===== src/rtl/adder_err_eval_pkg.sv =====
// Shared types, default parameters and the error metric helper for the
// approximate-adder error-evaluation controller.
package adder_err_eval_pkg;

    localparam int          DEF_WIDTH     = 16;
    localparam int          DEF_ACC_W     = 48;
    localparam logic [31:0] DEF_LFSR_TAPS = 32'h8020_0003;

    // Widest sum abs_diff handles; callers zero-extend into it and truncate back.
    localparam int          MAX_SUM_W     = 33;

    typedef enum logic [1:0] {
        IDLE,
        RUN,
        DRAIN,
        DONE
    } state_t;

    function automatic logic [MAX_SUM_W-1:0] abs_diff(
        input logic [MAX_SUM_W-1:0] exact,
        input logic [MAX_SUM_W-1:0] approx
    );
        return (exact >= approx) ? (exact - approx) : (approx - exact);
    endfunction

endpackage


===== src/rtl/adder_err_eval_ctrl_opgen_lfsr.sv =====
// Operand generator: {op_b,op_a} register stepped either as a Galois LFSR
// or as a wrapping counter; mode is captured at load time.
module opgen_lfsr
    import adder_err_eval_pkg::*;
#(
    parameter int                 WIDTH     = DEF_WIDTH,
    parameter logic [2*WIDTH-1:0] LFSR_TAPS = (2*WIDTH)'(DEF_LFSR_TAPS)
) (
    input  logic               clk,
    input  logic               rst_n,
    input  logic               load,
    input  logic               step,
    input  logic               mode,
    input  logic [2*WIDTH-1:0] seed,
    output logic [2*WIDTH-1:0] value
);

    logic               mode_q;
    logic [2*WIDTH-1:0] next_lfsr;

    always_comb begin
        next_lfsr = (value >> 1) ^ (value[0] ? LFSR_TAPS : '0);
    end

    always_ff @(posedge clk or negedge rst_n) begin
        if (!rst_n) begin
            value  <= '0;
            mode_q <= 1'b0;
        end else if (load) begin
            mode_q <= mode;
            // An all-zero LFSR would lock up, so seed 0 becomes 1 in random mode.
            if (!mode && (seed == '0)) begin
                value <= (2*WIDTH)'(1);
            end else begin
                value <= seed;
            end
        end else if (step) begin
            value <= mode_q ? (value + (2*WIDTH)'(1)) : next_lfsr;
        end
    end

endmodule


===== src/rtl/adder_err_eval_ctrl.sv =====
// Sequencer and error accumulator for characterising one approximate adder:
// issues operand pairs, compares the returned sum with the exact sum, and
// accumulates error count, maximum and summed absolute error.
module adder_err_eval_ctrl
    import adder_err_eval_pkg::*;
#(
    parameter int                 WIDTH     = DEF_WIDTH,
    parameter int                 ACC_W     = DEF_ACC_W,
    parameter logic [2*WIDTH-1:0] LFSR_TAPS = (2*WIDTH)'(DEF_LFSR_TAPS)
) (
    input  logic               clk,
    input  logic               rst_n,
    input  logic               start,
    input  logic               abort,
    input  logic               mode,
    input  logic [2*WIDTH-1:0] seed,
    input  logic [31:0]        num_samples,
    output logic [WIDTH-1:0]   op_a,
    output logic [WIDTH-1:0]   op_b,
    input  logic [WIDTH:0]     approx_sum,
    output logic               busy,
    output logic               done,
    output logic [31:0]        err_count,
    output logic [WIDTH:0]     max_abs_err,
    output logic [ACC_W-1:0]   sum_abs_err
);

    state_t             state, state_nxt;
    logic               gen_load, gen_step, clear_acc, flush;
    logic [2*WIDTH-1:0] gen_value;
    logic [31:0]        n_q, issued_q;
    logic               v0, v1;
    logic [WIDTH:0]     exact, abs_now, abs_s1;
    logic [ACC_W:0]     sum_ext;

    opgen_lfsr #(
        .WIDTH     (WIDTH),
        .LFSR_TAPS (LFSR_TAPS)
    ) u_opgen (
        .clk   (clk),
        .rst_n (rst_n),
        .load  (gen_load),
        .step  (gen_step),
        .mode  (mode),
        .seed  (seed),
        .value (gen_value)
    );

    assign op_a = gen_value[WIDTH-1:0];
    assign op_b = gen_value[2*WIDTH-1:WIDTH];

    always_comb begin
        exact   = {1'b0, op_a} + {1'b0, op_b};
        abs_now = (WIDTH+1)'(abs_diff(MAX_SUM_W'(exact), MAX_SUM_W'(approx_sum)));
        sum_ext = {1'b0, sum_abs_err} + (ACC_W+1)'(abs_s1);
    end

    always_comb begin
        state_nxt = state;
        gen_load  = 1'b0;
        gen_step  = 1'b0;
        clear_acc = 1'b0;
        flush     = 1'b0;
        case (state)
            IDLE, DONE: begin
                if (abort) begin
                    state_nxt = IDLE;
                end else if (start) begin
                    clear_acc = 1'b1;
                    if (num_samples == 32'd0) begin
                        state_nxt = DONE;
                    end else begin
                        gen_load  = 1'b1;
                        state_nxt = RUN;
                    end
                end
            end
            RUN: begin
                if (abort) begin
                    flush     = 1'b1;
                    state_nxt = IDLE;
                end else if (issued_q == n_q) begin
                    state_nxt = DRAIN;
                end else begin
                    gen_step = 1'b1;
                end
            end
            DRAIN: begin
                if (abort) begin
                    flush     = 1'b1;
                    state_nxt = IDLE;
                end else if (!v0) begin
                    // The last S1 entry is consumed on this same edge.
                    state_nxt = DONE;
                end
            end
            default: state_nxt = IDLE;
        endcase
    end

    always_ff @(posedge clk or negedge rst_n) begin
        if (!rst_n) begin
            state       <= IDLE;
            busy        <= 1'b0;
            done        <= 1'b0;
            n_q         <= '0;
            issued_q    <= '0;
            v0          <= 1'b0;
            v1          <= 1'b0;
            abs_s1      <= '0;
            err_count   <= '0;
            max_abs_err <= '0;
            sum_abs_err <= '0;
        end else begin
            state <= state_nxt;
            busy  <= (state_nxt == RUN) || (state_nxt == DRAIN);
            done  <= (state_nxt == DONE);

            if (clear_acc) begin
                n_q <= num_samples;
            end
            if (gen_load) begin
                issued_q <= 32'd1;
            end else if (gen_step) begin
                issued_q <= issued_q + 32'd1;
            end

            if (flush) begin
                v0 <= 1'b0;
                v1 <= 1'b0;
            end else begin
                v0 <= gen_load || gen_step;
                v1 <= v0;
            end
            abs_s1 <= abs_now;

            if (clear_acc) begin
                err_count   <= '0;
                max_abs_err <= '0;
                sum_abs_err <= '0;
            end else if (v1 && !flush) begin
                if ((abs_s1 != '0) && (err_count != '1)) begin
                    err_count <= err_count + 32'd1;
                end
                if (abs_s1 > max_abs_err) begin
                    max_abs_err <= abs_s1;
                end
                sum_abs_err <= sum_ext[ACC_W] ? '1 : sum_ext[ACC_W-1:0];
            end
        end
    end

endmodule


===== config.mk =====
export PLATFORM = sky130hd
export DESIGN_NAME = adder_err_eval_ctrl
export DESIGN_NICKNAME = d
export VERILOG_FILES = /design/src/rtl/adder_err_eval_pkg.sv /design/src/rtl/adder_err_eval_ctrl_opgen_lfsr.sv /design/src/rtl/adder_err_eval_ctrl.sv
export SDC_FILE = /design/constraint.sdc
export NUM_CORES = 1
export LEC_CHECK = 0
export ABC_AREA = 1
export CAP_MARGIN = 20
export CORE_UTILIZATION = 45
export CTS_BUF_LIST = sky130_fd_sc_hd__clkbuf_4
export DETAILED_ROUTE_END_ITERATION = 8
export PLACE_DENSITY = 0.77
export SLEW_MARGIN = 25
export SYNTH_ARGS = -nofsm -noshare
export SYNTH_HDL_FRONTEND = slang
export SYNTH_SLANG_ARGS = --single-unit

===== constraint.sdc =====
create_clock -name clk -period 8.9 [get_ports clk]
set_clock_uncertainty 0.05 [all_clocks]
set_input_delay 1.78 -clock clk [delete_from_list [all_inputs] [get_ports clk]]
set_output_delay 1.78 -clock clk [all_outputs]
set_load 0.01 [all_outputs]

[Yosys cells after proc, flatten, opt, wreduce, memory -nomap -nowiden]
Index checks and enable logic that the tools add are counted.
Word-level totals
  register bits: 217
  input bits: 86
  output and inout port bits: 131
  word-level logic and storage cells: 89
Cells by class
  $add $sub $neg: 7
  magnitude comparators: 2
  equal/unequal tests: 8
  mux-type cells: 39
  bitwise operators: 1
  reduce and logical (&&, ||, !) cells: 19
Operators by type and width (count)
  two-way mux 32 bit: 10
  two-way mux 48 bit: 3
  adder 32 x 1 -> 32 bit (second input constant): 3
  two-way mux 17 bit: 4
  logical NOT 32 bit: 2
  adder 48 x 17 -> 49 bit: 1
  subtractor 17 bit: 2
  == test 32 bit: 1
  inequality test 32 bit (second input constant): 1
  XOR 31 x 32 -> 32 bit: 1
  adder 16 x 16 -> 17 bit: 1
  >= comparator 17 bit: 1
  greater-than comparator 17 bit: 1
  nonzero test 17 bit: 1
  two-way mux 1 bit: 14
  two-way mux 2 bit: 7
  == test 2 bit (second input constant): 4
  nonzero test 2 bit: 4
  one-hot mux 2 bit (3 select lines): 1
  == test 2 x 1 -> 1 bit (second input constant): 2
  AND reduction 2 bit: 2
  OR reduction 2 bit: 2
  logical AND 1 bit: 3
  logical NOT 1 bit: 2
  other kinds (2): 3

[Longest topological paths before layout]
  depth in word-level cells: 7
  mapped depth: 23
  depth with buffers taken out: 22

[Modules after synthesis]
From an unflattened synthesis, not the netlist that was laid out.
Unflattened totals
  cells, all modules: 2774
  area, all modules: 18029.8 um2
Modules (own cells, without submodules)
  adder_err_eval_ctrl: instances 1, cells an instance 2324, area each 15217.1 um2, seq. area each 4604.4 um2
  opgen_lfsr: instances 1, cells an instance 450, area each 2812.7 um2, seq. area each 825.8 um2

[Worst setup path before layout]
OpenSTA, ideal clock, no wires.
  kind: reg2reg
  start: reg u_opgen.value[0]
  end: reg abs_s1[13]
  library setup time: 116 ps
  data arrival time: 3371 ps
  required time: 8734 ps
  path slack: 5363 ps
  cell stages (with the launch flop): 20
  path buffers: 1
  period minus slack after synthesis: 3537 ps
  path through: dfrtp_1 > ha_1 > fa_1 > nand3_1 > nand3_1 > a21oi_1 > o21ai_0 > a21boi_0 > xor2_1 > inv_1 > ha_1 > nand2_1 > nor3_2 > nand3_1 > and2_4 > nand2_8 > inv_2 > buf_6 > nand2_1 > nand2_1
On the way
  cells in the longest elaborated chain, start to end: 3
  elaborated cells between the ends (all ways): 5
  classes of those cells: add/sub: 3; order compare: 1; mux: 1
Ends and longest elaborated chain
  start, declared: RTL line adder_err_eval_ctrl_opgen_lfsr.sv:15  | output logic [2*WIDTH-1:0] value
  start signal, assigned: RTL line adder_err_eval_ctrl_opgen_lfsr.sv:33  | value <= (2*WIDTH)'(1);
  start signal, assigned: RTL line adder_err_eval_ctrl_opgen_lfsr.sv:38  | value <= mode_q ? (value + (2*WIDTH)'(1)) : next_lfsr;
  adder 16 x 16 -> 17 bit *: RTL line adder_err_eval_ctrl.sv:53  | exact = {1'b0, op_a} + {1'b0, op_b};
  subtractor 17 bit / >= comparator 17 bit (equally long branches): RTL line adder_err_eval_pkg.sv:23  | return (exact >= approx) ? (exact - approx) : (approx - exact);
  two-way mux 17 bit *: RTL line adder_err_eval_pkg.sv:23
  net abs_now[13]: RTL line adder_err_eval_ctrl.sv:33  | logic [WIDTH:0] exact, abs_now, abs_s1;
  end signal, assigned: RTL line adder_err_eval_ctrl.sv:135  | abs_s1 <= abs_now;
  end, declared: RTL line adder_err_eval_ctrl.sv:33
Mark *: on every way through the listed nets, which the timed path passes. The rest lies on a longest branch.
A chain may end at the register's enable or synchronous reset.

[Worst setup path after layout]
  start: reg u_opgen.value[0]
  end: reg abs_s1[15]
The elaborated chain is that of the path after synthesis.

==> flow_summary.toml <==
[logic_synthesis]
synthArstFlopShare_pct = 100
synth_ff_type = "dfrtp_1"
synth_area_um2 = 18200
synth_warnings = 0
synth_nets = 2994
ys_seq_area_share_pct = 29.8
avgSynthCellArea_um2 = 6.47
syn_inst = 2815
ys_ff_latch = 217
synth_cell_types = 49
synth_edf_count = 0

[timing]
fin_crit_sh_pct = 53.9
max_slew_margin_pct = 40.5
slew_violations = 0
max_clock_freq_ghz = 0.208
hold_violations = 0
rsz0062_at_grt = "no"
fin_setup_tns_ns = 0
finalCriticalPeriod_ns = 4.80
worstMarginPinSlew_ns = 0.893
setup_viol = 0

[critical_path]
reg2reg_slack_ns = 4.10
arrival_ns = 5.37
crit_path_max_fanout = 18
slowest_stage = "dfrtp_1"
startpoint = "u_opgen.value[0]"
cp-start-kind = "flop"
crit_family = "simple AND/OR/NAND/NOR gates"
crit_type = "reg -> reg"
crit_chain = "ha_1 -> fa_1 -> nand3_1 -> nand3_1 -> a21oi_1 -> o21ai_0 -> a21boi_0 -> xor2_1 -> inv_1 -> ha_1 -> nand2_1 -> nor3_2 -> nand3_1 -> and2_4 -> nand2_8 -> inv_2 -> nand2_1 -> nand2_1"
required_ns = 9.47
r2r-start = "u_opgen.value[0]"
max_stage_delay_ns = 0.63
end_kind = "flop"
crit_buf_inv = 2

[floorplanning]
die_h_um = 203
die_x_um = 203
pin_count = 217
fp.dieArea_um2 = 41300
core_um2 = 39800
start_util_pct = 45.7
rows = 73

[grt]
antenna_found_initial = 3
grt_pass1_vias = 18100
grt_max_degree = 109
grt-ovfl-total = 0
grt_pass1_wl_um = 93100
grt_usage_pct = 28.1

[placed_design]
dpl.cell_count = 3476
port_buffers = 216
hpwl_um = 44500
place_area_um2 = 20600
gp_congestion = 1.01

[routing]
drt-vias-per-instance = 5.30
vias = 19000
firstDrtPassIters = 9
drt_wl_total_um = 58200
antenna_left = 0
drt-initial-drc-count = 1436
drc = 0
routedWlPerCell_um = 16.3

[clock_tree]
clock-sinks = 217
clkLatencyLatePin_ns = 0.85
hold_buffers = 0
clock_path_buffers = 3
root_buffer = "clkbuf_4"
cts_tree = "built"
cts_resized = 0
postCtsSetupBuffers = 0
clk_pin_slew_ns = 0.07
htreeDepth = 2
numCtsBuffers = 60

[power]
p_per_area_nw_per_um2 = 342
ir_drop_mv = 0.195
total_power_mw = 7.31
cellLeakagePower_nw = 10.7

[worst_hold_path]
hold_class = "reg -> reg"
hp-start = "n_q[31]"

[finish]
fin_area_um2 = 21400
post_route_cells_drive_above_1_share_pct = 5.69
nets = 3192
final_cells = 3583
area_delta_synth_final_pct = 17.5
final_core_util_pct = 53.7
multi_input_area_um2 = 11000
fillCellCount = 3994
seqCellArea_um2 = 5430

[status]
status = "completed"

[flow_run]
cap_violations = 0
metrics by stage:
step | setup slack (ns) | hold slack [ns]
CTS | 4.12 | 0.461
floorplan | 5.36 | 0.423
global route | 3.75 | 0.487
detailed placement | 3.43 | 0.444
finish | 4.10 | 0.458
global placement | 3.60 | 0.437
cell usage after synthesis (4+ instances only):
| library cell | number | share of area (%) |
|---|---|---|
| nor2_1 | 238 | 4.9 |
| a21oi_1 | 72 | 2.0 |
| nand3_1 | 264 | 7.3 |
| dfrtp_1 | 217 | 30 |
| nor2_4 | 4 | 0.25 |
| o211ai_1 | 4 | 0.16 |
| nand3b_1 | 13 | 0.54 |
| o21ai_0 | 123 | 3.4 |
| fa_1 | 4 | 0.44 |
| nor4_1 | 16 | 0.55 |
| buf_4 | 6 | 0.25 |
| nand2_2 | 10 | 0.34 |
| nand4_1 | 41 | 1.4 |
| buf_6 | 9 | 0.56 |
| a21o_1 | 9 | 0.37 |
| inv_1 | 337 | 6.9 |
| nor2_2 | 11 | 0.38 |
| xnor2_1 | 57 | 2.7 |
| ha_1 | 89 | 6.1 |
| nand2_1 | 989 | 20 |
| buf_1 | 5 | 0.10 |
| o21ai_2 | 9 | 0.43 |
| clkbuf_1 | 20 | 0.41 |
| xor2_1 | 94 | 4.5 |
| clkbuf_2 | 9 | 0.25 |
| o21bai_1 | 7 | 0.29 |
| nor3_1 | 57 | 1.6 |
| buf_2 | 40 | 1.1 |
| o21ai_1 | 19 | 0.52 |
| nand3_2 | 11 | 0.60 |
| inv_2 | 7 | 0.14 |
where the power goes:
group          switching (mW)  internal (mW)
combinational            2.97           1.69
clock                   0.460          0.455
sequential              0.440           1.29
kinds of logic (layout without fill, tap and decap cells):
logic type | count (synthesis) | in the layout | share of synthesized area, %
simple gates | 1668 | 1668 | 38.9
buf+inv | 436 | 677 | 9.92
compound gates | 250 | 250 | 7.52
flops | 217 | 217 | 29.8
xor+xnor | 151 | 151 | 7.26
fa+ha+maj | 93 | 93 | 6.55
other cells | 0 | 2 | 0
final cells by class:
| class | count | area share [%] |
|---|---|---|
| inverter | 346 | 6.08 |
| clock inverter | 16 | 0.339 |
| tap | 525 | 3.07 |
| multi-input combinational | 2162 | 51.4 |
| clock buffer | 89 | 3.12 |
| sequential | 217 | 25.4 |
| antenna | 2 | 0.0234 |
| timing repair buffer | 226 | 10.6 |
worst min-delay path: stages (launching register included):
cell	delay [ns]
dfrtp_1	0.36
nand2_1	0.05
o21ai_0	0.06
registers in the layout (all words and copies together) (netlist names):
signal / flops
done: 1
max_abs_err: 17
issued_q: 32
v1: 1
state: 2
sum_abs_err: 48
busy: 1
v0: 1
u_opgen.value: 32
n_q: 32
abs_s1: 17
u_opgen.mode_q: 1
err_count: 32
metal layers:
metal	track usage, %	share of wire, %	vias up	routed length [um]
li1	-	-	9368	-
met1	37.5	44	8802	25800
met2	45.3	45	705	26300
met3	5.42	7.6	119	4400
met4	9.83	3.0	2	1740
met5	0	0.021	-	12
layout by cell type, fill, tap and decap left out, types with 3 or more instances in the layout:
master / netlist / final
a21o_1: 9 / 9
a21oi_1: 72 / 72
buf_4: 6 / 6
clkbuf_4: 0 / 89
clkdlybuf4s50_1: 0 / 215
clkinv_1: 1 / 13
dfrtp_1: 217 / 217
fa_1: 4 / 4
ha_1: 89 / 89
inv_1: 337 / 337
inv_2: 7 / 7
nand2_1: 989 / 988
nand2_2: 10 / 11
nand2_4: 3 / 3
nand3_1: 264 / 264
nand3_2: 11 / 11
nand3b_1: 13 / 13
nand4_1: 41 / 41
nor2_1: 238 / 236
nor2_2: 11 / 12
nor2_4: 4 / 5
nor3_1: 57 / 57
nor3_2: 3 / 3
nor4_1: 16 / 16
o211ai_1: 4 / 4
o21ai_0: 123 / 122
o21ai_1: 19 / 19
o21ai_2: 9 / 9
o21bai_1: 7 / 7
xnor2_1: 57 / 57
xor2_1: 94 / 94
final timing paths:
| path | endpoint | cells after the start |
|---|---|---|
| max | abs_s1[15] | 18 |
| min | n_q[31] | 2 |
| max reg2reg | abs_s1[15] | 18 |
| min reg2reg | n_q[31] | 2 |
| max in group asynchronous | n_q[21] | 2 |
| min in group asynchronous | sum_abs_err[6] | 1 |
Power figures use the tool's default switching activity.
